`src/rtl/trng_ctrl_if.sv`:
```
// Random-word delivery channel: producer drives data/valid, consumer drives ready.
// A word moves on any clock edge where valid && ready.
interface trng_ctrl_if #(
   parameter int WORD_W = 32
) ();
   logic [WORD_W-1:0] data;
   logic              valid;
   logic              ready;

   modport master (output data, output valid, input  ready);
   modport slave  (input  data, input  valid, output ready);
endinterface

```
`src/rtl/trng_ctrl.sv`:
```
// TRNG controller: warms up the ring-oscillator combiner, decimates its bit stream into words
// and hands them out over valid/ready. Optional repetition-count health test: TRNG_HEALTH_EN.
module trng_ctrl #(
   parameter int WORD_W     = 32,
   parameter int DECIM      = 8,
   parameter int WARMUP_CYC = 64,
   parameter int RPT_LIMIT  = 32
) (
   input  logic         i_clock,
   input  logic         i_reset,
   input  logic         i_start,
   input  logic         i_stop,
   input  logic         i_rand_bit,
   output logic         o_ro_enable,
   output logic         o_busy,
   output logic         o_error,
   trng_ctrl_if.master  if_out
);
   localparam int WCW = (WARMUP_CYC > 1) ? $clog2(WARMUP_CYC) : 1;
   localparam int DCW = (DECIM > 1) ? $clog2(DECIM) : 1;
   localparam int BCW = $clog2(WORD_W + 1);

   typedef enum logic [2:0] {S_IDLE, S_WARMUP, S_COLLECT, S_HOLD, S_FAIL} state_t;
   state_t r_state, w_next;

   logic [WCW-1:0]    r_warm;
   logic [DCW-1:0]    r_decim;
   logic [BCW-1:0]    r_bits;
   logic [WORD_W-2:0] r_shift;
   logic [WORD_W-1:0] r_data;
   logic              r_valid, r_ro_en, r_busy, r_error;

   logic              w_sample, w_last_bit, w_warm_done, w_xfer, w_rep_fail;
   logic [WORD_W-1:0] w_shifted;
   logic              w_ro_en_n, w_busy_n, w_error_n, w_valid_n;

   assign w_sample    = (r_state == S_COLLECT) && (r_decim == DCW'(DECIM - 1));
   assign w_shifted   = {r_shift, i_rand_bit};
   assign w_last_bit  = w_sample && (r_bits == BCW'(WORD_W - 1));
   assign w_warm_done = (r_warm == WCW'(WARMUP_CYC - 1));
   assign w_xfer      = r_valid && if_out.ready;

`ifdef TRNG_HEALTH_EN
   localparam int RCW = $clog2(RPT_LIMIT + 1);
   logic [RCW-1:0] r_rep, w_rep_next;
   logic           r_prev, r_rep_first;

   always_comb begin
      if (r_rep_first || (i_rand_bit != r_prev)) w_rep_next = RCW'(1);
      else                                       w_rep_next = r_rep + RCW'(1);
   end

   assign w_rep_fail = w_sample && (w_rep_next >= RCW'(RPT_LIMIT));

   // History survives HOLD; only a pass through WARMUP restarts the count.
   always_ff @(posedge i_clock) begin
      if (i_reset) begin
         r_rep       <= '0;
         r_prev      <= 1'b0;
         r_rep_first <= 1'b0;
      end else if (r_state == S_WARMUP) begin
         r_rep_first <= 1'b1;
      end else if (w_sample) begin
         r_rep       <= w_rep_next;
         r_prev      <= i_rand_bit;
         r_rep_first <= 1'b0;
      end
   end
`else
   // Health test compiled out: the limit has no effect and FAIL is unreachable.
   localparam bit RPT_CFG = (RPT_LIMIT > 0);
   assign w_rep_fail = 1'b0 & RPT_CFG;
`endif

   always_ff @(posedge i_clock) begin
      if (i_reset) r_state <= S_IDLE;
      else         r_state <= w_next;
   end

   always_comb begin
      w_next = r_state;
      case (r_state)
         S_IDLE:    if (i_start && !i_stop) w_next = S_WARMUP;
         S_WARMUP:  if (i_stop)             w_next = S_IDLE;
                    else if (w_warm_done)   w_next = S_COLLECT;
         S_COLLECT: if (i_stop)             w_next = S_IDLE;
                    else if (w_rep_fail)    w_next = S_FAIL;
                    else if (w_last_bit)    w_next = S_HOLD;
         S_HOLD:    if (i_stop)             w_next = S_IDLE;
                    else if (w_xfer)        w_next = S_COLLECT;
         S_FAIL:                            w_next = S_FAIL;
         default:                           w_next = S_IDLE;
      endcase
   end

   // Outputs are registered from the next state; valid lags HOLD entry by one cycle.
   always_comb begin
      w_ro_en_n = (w_next == S_WARMUP) || (w_next == S_COLLECT) || (w_next == S_HOLD);
      w_busy_n  = (w_next != S_IDLE);
      w_error_n = (w_next == S_FAIL);
      w_valid_n = (r_state == S_HOLD) && (w_next == S_HOLD);
   end

   always_ff @(posedge i_clock) begin
      if (i_reset) begin
         r_ro_en <= 1'b0;
         r_busy  <= 1'b0;
         r_error <= 1'b0;
         r_valid <= 1'b0;
      end else begin
         r_ro_en <= w_ro_en_n;
         r_busy  <= w_busy_n;
         r_error <= w_error_n;
         r_valid <= w_valid_n;
      end
   end

   always_ff @(posedge i_clock) begin
      if (i_reset) begin
         r_warm  <= '0;
         r_decim <= '0;
         r_bits  <= '0;
         r_shift <= '0;
         r_data  <= '0;
      end else begin
         if (r_state != S_WARMUP) r_warm <= '0;
         else if (!w_warm_done)   r_warm <= r_warm + WCW'(1);

         // Outside COLLECT everything is held clear, so each word starts from scratch.
         if (r_state != S_COLLECT) begin
            r_decim <= '0;
            r_bits  <= '0;
            r_shift <= '0;
         end else begin
            r_decim <= (r_decim == DCW'(DECIM - 1)) ? '0 : r_decim + DCW'(1);
            if (w_sample) begin
               r_shift <= w_shifted[WORD_W-2:0];
               r_bits  <= r_bits + BCW'(1);
            end
         end

         if (w_last_bit && (w_next == S_HOLD)) r_data <= w_shifted;
      end
   end

   assign o_ro_enable  = r_ro_en;
   assign o_busy       = r_busy;
   assign o_error      = r_error;
   assign if_out.data  = r_data;
   assign if_out.valid = r_valid;
endmodule

```
`src/flat_wrapper.sv`:
```
// flat-port wrapper written by rule: the top's interface ports become plain ports
module trng_ctrl_flat 
#(
   parameter int WORD_W     = 32,
   parameter int DECIM      = 8,
   parameter int WARMUP_CYC = 64,
   parameter int RPT_LIMIT  = 32
)
  (i_clock, i_reset, i_start, i_stop, i_rand_bit, o_ro_enable, o_busy, o_error, if_out_data, if_out_valid, if_out_ready);
  trng_ctrl_if #(.WORD_W(WORD_W)) if_out_i ();
  input  logic i_clock;
  input  logic i_reset;
  input  logic i_start;
  input  logic i_stop;
  input  logic i_rand_bit;
  output logic o_ro_enable;
  output logic o_busy;
  output logic o_error;
  output wire logic [$bits(if_out_i.data)-1:0] if_out_data;
  output wire logic [$bits(if_out_i.valid)-1:0] if_out_valid;
  input wire logic [$bits(if_out_i.ready)-1:0] if_out_ready;
  assign if_out_data = if_out_i.data;
  assign if_out_valid = if_out_i.valid;
  assign if_out_i.ready = if_out_ready;
  trng_ctrl #(.WORD_W(WORD_W), .DECIM(DECIM), .WARMUP_CYC(WARMUP_CYC), .RPT_LIMIT(RPT_LIMIT)) u_core (.i_clock(i_clock), .i_reset(i_reset), .i_start(i_start), .i_stop(i_stop), .i_rand_bit(i_rand_bit), .o_ro_enable(o_ro_enable), .o_busy(o_busy), .o_error(o_error), .if_out(if_out_i));
endmodule
```
`config.mk`:
```
export PLATFORM = sky130hd
export DESIGN_NAME = trng_ctrl_flat
export DESIGN_NICKNAME = d
export VERILOG_FILES = /design/src/rtl/trng_ctrl_if.sv /design/src/rtl/trng_ctrl.sv /design/src/flat_wrapper.sv
export SDC_FILE = /design/constraint.sdc
export NUM_CORES = 1
export LEC_CHECK = 0
export ABC_CLOCK_PERIOD_IN_PS = 1850
export CELL_PAD_IN_SITES_DETAIL_PLACEMENT = 2
export CELL_PAD_IN_SITES_GLOBAL_PLACEMENT = 2
export CORE_MARGIN = 5
export CORE_UTILIZATION = 36
export DETAILED_ROUTE_END_ITERATION = 10
export PLACE_DENSITY_LB_ADDON = 0.1
export SLEW_MARGIN = 10
export SYNTH_ARGS = -nofsm -noshare
export SYNTH_HDL_FRONTEND = slang
export SYNTH_SLANG_ARGS = --single-unit
```
`constraint.sdc`:
```
create_clock -name i_clock -period 1.85 [get_ports i_clock]
set_input_delay 0.37 -clock i_clock [delete_from_list [all_inputs] [get_ports i_clock]]
set_output_delay 0.37 -clock i_clock [all_outputs]
set_load 0.005 [all_outputs]
```
# [Word-level counts from Yosys, hierarchy flattened]
# Index checks and enable logic that the tools add are counted.
[totals] memories=0 rom_bits=0 output_inout_bits=36 latch_bits=0 elab_cells=48 mem_bits_rw=0 register_bits=85
[classes] div=0 muxes=8 n_reduce_logical=14 n_eq_ne=13 bitwise_logic=0 mul=0 n_shift=0 add_sub_neg=3 n_lt_le_gt_ge=0
[op_table] op="two-way mux 3 bit" count=7
[op_table] op="one-hot mux 3 bit (5 select lines)" count=1
[op_table] op="adder 6 x 1 -> 6 bit, second input constant" count=2
[op_table] op="equality test 3 x 2 -> 1 bit, second input constant" count=4
[op_table] op="equality test 3 bit, second input constant" count=3
[op_table] op="equality test 3 x 1 -> 1 bit, second input constant" count=2
[op_table] op="equality test 6 x 5 -> 1 bit, second input constant" count=1
[op_table] op="equality test 6 bit, second input constant" count=1
[op_table] op="logical AND 1 bit" count=6
[op_table] op="OR reduction 2 bit" count=2
[op_table] op="adder 3 x 1 -> 3 bit, second input constant" count=1
[op_table] op="zero test 3 bit" count=1
[op_table] op="inequality test 3 x 1 -> 1 bit, second input constant" count=1
[op_table] op="inequality test 3 x 2 -> 1 bit, second input constant" count=1
[op_table] op="nonzero test 3 bit" count=1
[op_table] op="OR reduction 3 bit" count=1
[op_table] op="logical OR 1 bit" count=2
[op_table] op="zero test 1 bit" count=1

# [Logic depth before layout (Yosys ltp)]
# Gate-level depths: netlist of the first run.
[logic_depth] ltp_word=9 depth_mapped=7 depth_no_buf=5

# [Worst setup path before layout of the first run]
# No wires, ideal clock.
[synth_path] path_type="register to register" startpoint="register u_core.r_decim[0]" endpoint="register u_core.r_data[24] (netlist: u_core.if_out.data[24])" path_stages_with_launch=8 setup_time_ps=132 arrival_ps=1526 setup_slack_ps=191 path_cell_list="dfxtp_1 -> ha_1 -> ha_1 -> nand4bb_1 -> buf_2 -> buf_2 -> o31ai_2 -> a21oi_1"
[synth_between] elab_chain_cells=8
[synth_lines] element="start, declared" line_no="trng_ctrl.sv:27" text="logic [DCW-1:0] r_decim;"
[synth_lines] element="start signal, assigned" line_no="trng_ctrl.sv:135" text="r_decim <= (r_decim == DCW'(DECIM - 1)) ? '0 : r_decim + DCW'(1);"
[synth_lines] element="equality test 3 bit (*)" line_no="trng_ctrl.sv:37" text="assign w_sample = (r_state == S_COLLECT) && (r_decim == DCW'(DECIM - 1));"
[synth_lines] element="logical AND 1 bit (*)" line_no="trng_ctrl.sv:37"
[synth_lines] element="logical AND 1 bit (*)" line_no="trng_ctrl.sv:39" text="assign w_last_bit = w_sample && (r_bits == BCW'(WORD_W - 1));"
[synth_lines] element="two-way mux 3 bit" line_no="trng_ctrl.sv:88" text="else if (w_last_bit) w_next = S_HOLD;"
[synth_lines] element="two-way mux 3 bit" line_no="trng_ctrl.sv:86" text="S_COLLECT: if (i_stop) w_next = S_IDLE;"
[synth_lines] element="one-hot mux 3 bit (5 select lines)" line_no="trng_ctrl.sv:82" text="case (r_state)"
[synth_lines] element="equality test 3 x 2 -> 1 bit" line_no="trng_ctrl.sv:142" text="if (w_last_bit && (w_next == S_HOLD)) r_data <= w_shifted;"
[synth_lines] element="logical AND 1 bit (*)" line_no="trng_ctrl.sv:142"
[synth_lines] element="end signal, assigned" line_no="trng_ctrl.sv:142"
[synth_lines] element="end, declared" line_no="trng_ctrl.sv:30" text="logic [WORD_W-1:0] r_data;"
# Mark *: on every way between the ends. The rest lies on a longest branch, timed or not.
# A chain may end at the register's enable or synchronous reset.

# [Worst setup path in the final report of the first run]
[layout_path] startpoint="register u_core.r_decim[0]" endpoint="register u_core.r_bits[4]"
[layout_between] elab_chain_cells=2
[layout_lines] element="equality test 3 bit" line_no="trng_ctrl.sv:37"
[layout_lines] element="logical AND 1 bit" line_no="trng_ctrl.sv:37"
[layout_lines] element="end signal, assigned" line_no="trng_ctrl.sv:138" text="r_bits <= r_bits + BCW'(1);"
[layout_lines] element="end, declared" line_no="trng_ctrl.sv:28" text="logic [BCW-1:0] r_bits;"
# No other way between the ends.

==> flow_summary.ini, run 1 <==
[critical_path]
cp_slowest_cell = dfxtp_1
r2r_cells = 6
r2r-end = u_core.r_bits[4]
reg2reg_from = u_core.r_decim[0]
worstSetupPathType = register to register
required_ns = 2.13
critical_path.startpoint_type = register
worstPathMaxFanout = 18
crit_arrival_ns = 2.00
endpoint_kind = register
path_cells = ha_1 > ha_2 > nand4bb_2 > buf_6 > or3_1 > a21oi_1
slowest_delay_ns = 0.36
r2r_slack_ns = 0.13

[cells_and_area]
final_nets = 372
syn2layout_area_growth_pct = 24.8
regArea_um2 = 1700
multi_input_area_um2 = 1610
drive_gt1_share_pct = 21.0
post-route-util_pct = 45.5
num_antenna_cells = 0
stdcell_count = 500
nFillCells = 1021

[placed_design]
gp_congestion = 0.748
dpl.hpwl_um = 6100
place_inst = 484
preCtsSetupSlack_ns = -0.170
portBuffers = 41

[synth]
avgSynthCellArea_um2 = 10.7
synth_ff_type = dfxtp_1
synthTopCellsByArea = dfxtp_1, o31ai_2, o221a_1
ys_warn_count = 0
synth_enable_flop_cells = 0
syn_area_um2 = 3510
synth_most_common_cell = dfxtp_1
yosysTopAreaCell = dfxtp_1
ys_types = 40
synth_nets = 337
synth_common_cells = dfxtp_1, a21oi_1, nand4_1, o221a_1, o31ai_2
syn_inst = 327
ys_ff_latch = 85
synthArstFlopShare_pct = 0
yosysSeqAreaShare_pct = 48.4
netlist.area_leader.share_pct = 48.4

[clock_tree]
cts_buffers = 9
htreeDepth = 3
cts_tree = yes
post-cts-setup-buffers = 0
clockBufferDepth = 2
clk_latency_ns = 0.35
cts.sink_count = 85
cts-root-buf = clkbuf_8
clk_pin_slew_ns = 0.09
holdBufCountCts = 0

[detailed_routing]
drt-wirelength-per-cell_um = 18.8
drt_iter0_drc = 83
finalWirelength_um = 9420
dr.pass1.iters = 4
vias = 2886
drc = 0
viasPerCell = 5.77
ant_nets = 0

[sta]
setup_viol = 0
maxSlewHeadroom_pct = 75.0
fmax_mhz = 581
slew_violations = 0
post-route-period-util_pct = 93.0
fin_crit_ns = 1.72
grt_setup_unrepaired = no
hold_violations = 0
worst_pin_slew_ns = 0.369
hold_slack_ns = 0.471
worst_slack_ns = 0.129
clock_skew_ns = 0.00997

[grt]
grt_overflow = 0
grt_pass1_wl_um = 16000
antenna_found_initial = 0
first_global_vias = 3095
grt.total_usage_pct = 17.2
grt_max_degree = 38

[power_and_ir_drop]
power-per-cell-area_nw_per_um2 = 760
p_int_mw = 2.62
pwr-share-seq_pct = 55.0
clkPwrFrac_pct = 43.4
power_leakage_nw = 1.36
peakVddDrop_mv = 0.425
p_sw_uw = 716
pwr-share-comb_pct = 1.6
switching_share_pct = 21.5

[floorplan]
die_h_um = 109
rows = 36
initial_core_util_pct = 36.5
die_area_um2 = 11800
core_area_um2 = 9640
pin_count = 42
die_w_um = 109

[run]
maxCapViolations = 0

[min_path]
hold_class = register to register
holdPathStages = 2
hold_end = u_core.if_out.data[26]
hold_start = u_core.if_out.data[26]

[outcome]
run_status = completed
==> cell type report <==
cell class                 count  share of cell area (%)
multi-input combinational    196                    36.7
sequential                    85                    38.8
clock inverter                 6                    2.00
tap                          133                    3.79
inverter                       5                   0.428
clock buffer                  10                    2.91
timing repair buffer          65                    15.3
==> what timing repair did <==
item | 4_1_cts | 5_1_grt
hold endpoints to repair | 0 | 0
endpoints found under the setup margin | 0 | 5
resized for setup | 0 | 3
==> worst max-delay path: cells and delay by family, from the launching register on <==
kind,cells,cell delay (ns)
and+or+nand+nor,2,0.53
adders and majority gates,2,0.37
DFF,1,0.36
AOI/OAI and AO/OA,1,0.16
buffers and inverters,1,0.22
==> flip-flops by register name, summed over array words and instances, names as in the netlist <==
signal / cells
u_core.r_warm: 6
u_core.if_out.data: 32
u_core.o_error: 1
u_core.r_shift: 31
u_core.r_state: 3
u_core.o_ro_enable: 1
u_core.r_decim: 3
u_core.if_out.valid: 1
u_core.r_bits: 6
u_core.o_busy: 1
==> logic make-up (layout without fill, tap and decap cells) <==
| family | count (synthesis) | after routing | synth area share, % |
|---|---|---|---|
| compound gates | 114 | 114 | 29.0 |
| flops | 85 | 85 | 48.4 |
| simple gates | 76 | 76 | 14.1 |
| buf+inv | 46 | 86 | 6.59 |
| fa+ha+maj | 4 | 4 | 1.42 |
| xor+xnor | 2 | 2 | 0.498 |
==> placed cells by master (no fill, tap or decap), types with 6 or more instances in the layout <==
cell,count
o221a_1,32
nor3_1,7
buf_12,6
o31ai_2,30
nand2_1,7
dfxtp_1,85
a21oi_1,39
clkbuf_8,9
clkdlybuf4s50_1,41
buf_4,16
nand4_1,32
==> worst max-delay path by stage <==
stage                                  from                endpoint  slack, ns  depth (start not counted)
final                     u_core.r_decim[0]        u_core.r_bits[4]       0.13                          6
after global routing      u_core.r_decim[0]        u_core.r_bits[4]       0.02                          6
after CTS                 u_core.r_decim[0]        u_core.r_bits[4]       0.06                          6
after detailed placement             i_stop  u_core.if_out.data[28]      -0.17                          5
after global placement               i_stop   u_core.if_out.data[1]      -0.13                          5
after floorplan           u_core.r_decim[0]  u_core.if_out.data[24]       0.19                          7
==> power by group through the flow <==
| stage | Clock, mW | Combinational (mW) | Sequential [mW] |
|---|---|---|---|
| floorplan | 0 | 0.0207 | 1.88 |
| global placement | 0 | 0.0533 | 1.88 |
| detailed placement | 0 | 0.0546 | 1.88 |
| CTS | 1.49 | 0.0547 | 1.84 |
| global route | 1.59 | 0.0585 | 1.84 |
| finish | 1.45 | 0.0534 | 1.83 |
==> metal layers <==
metal  GRT usage, %  vias up  part of all wire, %  wire [um]
met3           4.14       11                  3.4        322
met1           21.8     1483                   46       4360
met2           29.0       37                   49       4610
met5              0        -                    0          0
met4           5.14        0                  1.3        126
li1               -     1355                    -          -
==> per-stage QoR <==
| step | setup TNS [ns] | total power, mW | instance area, um2 |
|---|---|---|---|
| floorplan | 0 | 1.90 | 3510 |
| finish | 0 | 3.34 | 4390 |
| global route | 0 | 3.48 | 4390 |
| detailed placement | -4.14 | 1.93 | 4160 |
| global placement | -2.89 | 1.93 | 4160 |
| CTS | 0 | 3.38 | 4380 |
(Power assumes the default switching activity.)
==> run 2: changes to the inputs <==
--- a/config.mk
+++ b/config.mk
@@ -10,6 +10,7 @@
 export CELL_PAD_IN_SITES_GLOBAL_PLACEMENT = 2
 export CORE_MARGIN = 5
 export CORE_UTILIZATION = 36
+export CTS_CLUSTER_SIZE = 24
 export DETAILED_ROUTE_END_ITERATION = 10
 export PLACE_DENSITY_LB_ADDON = 0.1
 export SLEW_MARGIN = 10
==> results of run 2 <==
The final DEF is identical to that of run 1; final timing and power are the same.
